### config.mk
export PLATFORM = sky130hd
export DESIGN_NAME = uart_receiver
export DESIGN_NICKNAME = d
export VERILOG_FILES = /design/src/rtl/uart_receiver.sv
export SDC_FILE = /design/constraint.sdc
export NUM_CORES = 1
export LEC_CHECK = 0
export ABC_CLOCK_PERIOD_IN_PS = 2950
export CORE_ASPECT_RATIO = 1.2
export CORE_UTILIZATION = 30
export DETAILED_ROUTE_END_ITERATION = 12
export GPL_TIMING_DRIVEN = 0
export MAX_ROUTING_LAYER = met4
export PLACE_DENSITY = 0.44
export SKIP_LAST_GASP = 1
export SLEW_MARGIN = 20
export SYNTH_ARGS = -nofsm -noshare
export SYNTH_HDL_FRONTEND = slang
export SYNTH_SLANG_ARGS = --single-unit
### constraint.sdc
create_clock -name HCLK -period 2.95 [get_ports HCLK]
set_input_delay 0.7375 -clock HCLK [delete_from_list [all_inputs] [get_ports HCLK]]
set_output_delay 0.7375 -clock HCLK [all_outputs]
set_load 0.01 [all_outputs]
### src/rtl/uart_receiver.sv
// uart_receiver: 8N1 serial receiver with synchronizer, glitch/break handling,
// one-byte holding register, frame-error pulse and sticky overrun flag.
//   HCLK          clock, HRESET async active-low reset
//   RxD           serial line in (async, idle high, LSB first)
//   RxD_data      last accepted byte, RxD_valid byte unconsumed
//   RxD_ack       consumer takes RxD_data (only while RxD_valid=1)
//   RxD_frame_err one-cycle pulse on low stop bit
//   RxD_overrun   sticky: good frame dropped, holding register full
//   RxD_busy      receiver not idle
module uart_receiver #(
  parameter int CLKS_PER_BIT = 5208
) (
  input  logic       HCLK,
  input  logic       HRESET,
  input  logic       RxD,
  input  logic       RxD_ack,
  output logic [7:0] RxD_data,
  output logic       RxD_valid,
  output logic       RxD_frame_err,
  output logic       RxD_overrun,
  output logic       RxD_busy
);

  localparam int CW = $clog2(CLKS_PER_BIT);
  localparam logic [CW-1:0] HALF = CW'(CLKS_PER_BIT / 2 - 1);
  localparam logic [CW-1:0] FULL = CW'(CLKS_PER_BIT - 1);

  typedef enum logic [2:0] {
    IDLE,
    START,
    DATA,
    STOP,
    BREAK
  } state_t;

  state_t          state;
  logic [CW-1:0]   cnt;
  logic [2:0]      idx;
  logic [7:0]      shreg;
  logic            rx_meta;
  logic            rxs;
  logic            good_frame;

  always_ff @(posedge HCLK or negedge HRESET) begin
    if (!HRESET) begin
      rx_meta <= 1'b1;
      rxs     <= 1'b1;
    end else begin
      rx_meta <= RxD;
      rxs     <= rx_meta;
    end
  end

  // Stop bit sampled high this cycle: the byte in shreg is complete.
  assign good_frame = (state == STOP) && (cnt == FULL) && rxs;
  assign RxD_busy   = (state != IDLE);

  always_ff @(posedge HCLK or negedge HRESET) begin
    if (!HRESET) begin
      state         <= IDLE;
      cnt           <= '0;
      idx           <= '0;
      shreg         <= '0;
      RxD_data      <= '0;
      RxD_valid     <= 1'b0;
      RxD_frame_err <= 1'b0;
      RxD_overrun   <= 1'b0;
    end else begin
      RxD_frame_err <= 1'b0;

      // An ack in the completing cycle frees the slot for the new byte.
      if (good_frame) begin
        if (!RxD_valid || RxD_ack) begin
          RxD_data  <= shreg;
          RxD_valid <= 1'b1;
        end else begin
          RxD_overrun <= 1'b1;
        end
      end else if (RxD_valid && RxD_ack) begin
        RxD_valid   <= 1'b0;
        RxD_overrun <= 1'b0;
      end

      unique case (state)
        IDLE: begin
          if (!rxs) begin
            state <= START;
            cnt   <= '0;
          end
        end
        START: begin
          if (cnt == HALF) begin
            cnt <= '0;
            if (rxs) begin
              state <= IDLE;
            end else begin
              state <= DATA;
              idx   <= '0;
            end
          end else begin
            cnt <= cnt + 1'b1;
          end
        end
        DATA: begin
          if (cnt == FULL) begin
            cnt        <= '0;
            shreg[idx] <= rxs;
            if (idx == 3'd7) begin
              state <= STOP;
            end else begin
              idx <= idx + 1'b1;
            end
          end else begin
            cnt <= cnt + 1'b1;
          end
        end
        STOP: begin
          if (cnt == FULL) begin
            cnt <= '0;
            if (rxs) begin
              state <= IDLE;
            end else begin
              RxD_frame_err <= 1'b1;
              state         <= BREAK;
            end
          end else begin
            cnt <= cnt + 1'b1;
          end
        end
        BREAK: begin
          if (rxs) begin
            state <= IDLE;
          end
        end
        default: begin
          state <= IDLE;
          cnt   <= '0;
        end
      endcase
    end
  end

endmodule

==> results.cfg <==
[power]
pwr-share-comb_pct = 2.3
power_frac_seq_pct = 54.4
p_per_area_nw_per_um2 = 422.1
p_int_mw = 0.8092
power_frac_clock_pct = 43.3
swShare_pct = 20.20
p_switching_mw = 0.2048
irDropWorstVdd_uv = 205.0
p_leak_nw = 1.090

[yosys]
async_reset_ff_share_pct = 100.0
avgSynthCellArea_sq_um = 10.55
synth-seq-cells = 40
synth_cell_type_count = 46
synthesis.area_sq_um = 2016
synth_edf_count = 0
synthCells = 191
yosysTopAreaCellShare_pct = 47.18
synth_seq_area_share_pct = 49.78
yosys.area.top_type = dfrtp_1
synthTopCellsByArea = dfrtp_1 47%, mux2_2 8.4%, nand3_1 3.2%
synth_flop_cell = dfrtp_1
ys_warn_count = 0
synth_fp_nets = 199

[hold_path]
hp-class = reg2reg

[die]
pin_count = 16
coreArea_sq_um = 6446
start_util_pct = 31.27
die_w_microns = 76.83
rows = 32
die-area_sq_um = 7052
die_y_microns = 91.79

[final_layout]
drive_above_1_share_pct = 18.14
nets = 222
syn2layout_area_growth_pct = 19.18
diodes = 0
finalNonFillerCells = 300
design_area_sq_um = 2402

[timing]
fin_worst_skew_ns = 0.005615
period_minus_slack_ns = 2.489
max_slew_margin_pct = 45.58
timing.hold.ws_ns = 0.3570
maxSlewViolCount = 0
min_period_over_period_pct = 84.38
final-setup-viol-count = 0
finalHoldViolations = 0
fmax_mhz = 401.7
fin_ws_ns = 0.4608
rsz0062_at_grt = false
setup_tns_ns = 0
worst_pin_slew_ns = 0.8077

[route]
vias_per_cell = 5.143
final_antenna_net_count = 0
vias = 1543
drc = 0
first_pass_iters = 4
drtIter0Drc = 80
routedWlPerCell_microns = 14.03
drt_wl_total_microns = 4209

[clock_network]
cts-resized-gates = 0
cts_buffer_depth = 2
holdBufCountCts = 0
clk_pin_slew_ns = 0.07
insertion_delay_ns = 0.29
cts_tree = done
root_buffer = clkbuf_8
htree_num_levels = 2
cts_setup_buffers = 0
cts.sinks = 40
cts_made_buffers = 5

[worst_setup_path]
reg2reg_depth = 6
worstSetupEndpoint = RxD_busy
worstPathArrival_ns = 1.75
cp.required_ns = 2.21
critical_path_class = reg2out
r2r-start = cnt[0]
crit_path_start = state[0]
r2r-end = RxD_data[5]
critPathLaunchType = flip-flop
rrSetupSlack_ns = 0.57
cp_max_fo = 10
critical_path.endpoint_type = primary output

[placed_design]
pre_cts_slack_ns = 0.5506
placedInstanceArea_sq_um = 2295
dp.cells = 292
gp_congestion = 0.7993
portBuffers = 15
dp_hpwl_microns = 3186

[global_route]
grt_overflow = 0
grt_usage_pct = 13.45
grt_pass1_vias = 1512
grt_antenna_before_repair = 0
grt_max_degree = 24
grt_pass1_wl_microns = 7307

[status]
status = completed

[run]
cap_viol_max_count = 0
## flip-flops by register name, summed over array words and instances, names as in the netlist
register and flops:
idx 3, rx_meta 1, shreg 8, cnt 13, RxD_valid 1, RxD_overrun 1, RxD_frame_err 1, RxD_data 8
rxs 1, state 3
## metrics by stage
stage / power, mW / utilization (%)
detailed placement: 0.5877 / 35.60
finish: 1.014 / 37.27
CTS: 1.031 / 37.27
global placement: 0.5833 / 35.25
floorplan: 0.5663 / -
global route: 1.057 / 37.27
## cells in the final DEF (no fill, tap or decap), types with 5 or more instances in the layout
cell / synthesis / layout
a21oi_1: 10 / 10
a31oi_1: 6 / 6
clkbuf_8: 0 / 5
clkdlybuf4s50_1: 0 / 14
dfrtp_1: 38 / 38
inv_1: 6 / 6
mux2_2: 15 / 15
nand2_1: 15 / 15
nand3_1: 13 / 13
nor2_1: 12 / 12
o21ai_0: 10 / 10
or3_1: 6 / 6
## synthesized netlist by cell type (all sizes together) (2+ instances only)
| master | count |
|---|---|
| dfrtp | 38 |
| mux2 | 15 |
| nand2 | 15 |
| nand3 | 13 |
| nor2 | 12 |
| a21oi | 11 |
| o21ai | 10 |
| or3 | 8 |
| a31oi | 6 |
| inv | 6 |
| nand4 | 5 |
| nor3b | 5 |
| a22o | 4 |
| buf | 4 |
| ha | 4 |
| and4 | 3 |
| clkbuf | 3 |
| nand3b | 3 |
| nor3 | 3 |
| a21o | 2 |
| and3 | 2 |
| dfstp | 2 |
| o22ai | 2 |
## worst max-delay path: stages, from the launching register on
cell	delay [ns]
dfrtp_1	0.42
clkbuf_1	0.22
or3_1	0.34
clkdlybuf4s50_1	0.48
## how the worst min path moves through the flow
stage / from / slack, ns / cells past startpoint / end
floorplan: rx_meta / 0.35 / 0 / rxs
global route: rx_meta / 0.36 / 0 / rxs
CTS: rx_meta / 0.36 / 0 / rxs
finish: rx_meta / 0.36 / 0 / rxs
detailed placement: rx_meta / 0.35 / 0 / rxs
global placement: rx_meta / 0.35 / 0 / rxs
## power by group through the flow
stage / logic [mW] / registers (mW) / clock network (mW)
finish: 0.0236 / 0.551 / 0.439
global route: 0.0271 / 0.552 / 0.478
CTS: 0.0253 / 0.551 / 0.454
detailed placement: 0.0254 / 0.562 / 0
global placement: 0.0210 / 0.562 / 0
floorplan: 0.00423 / 0.562 / 0
## cells by family after synthesis
kind of cell               after synthesis  share of synthesized area [%]
and+or+nand+nor                         76                          22.22
AOI/OAI and AO/OA                       43                          14.03
DFF                                     40                          49.78
muxes                                   15                          8.380
buffers and inverters                   13                          3.104
adders and majority gates                4                          2.483
## layout make-up
class	instances	area [sq um]
clock buffers	6	72.57
well taps	85	106.4
plain buffers	7	40.04
clock inverters	2	35.03
fillers	642	4044
repair buffers	16	172.7
flip-flops and latches	40	1003
multi-input cells	138	949.7
inverters	6	22.52
## routing by layer
layer	routed length, microns	GRT usage (%)	up-vias
li1	-	-	752
met1	1829	15.28	764
met2	2214	23.81	22
met3	99	1.791	5
met4	64	5.288	0
met5	0	-	-
Note: power is estimated with default switching activity, not from simulation.
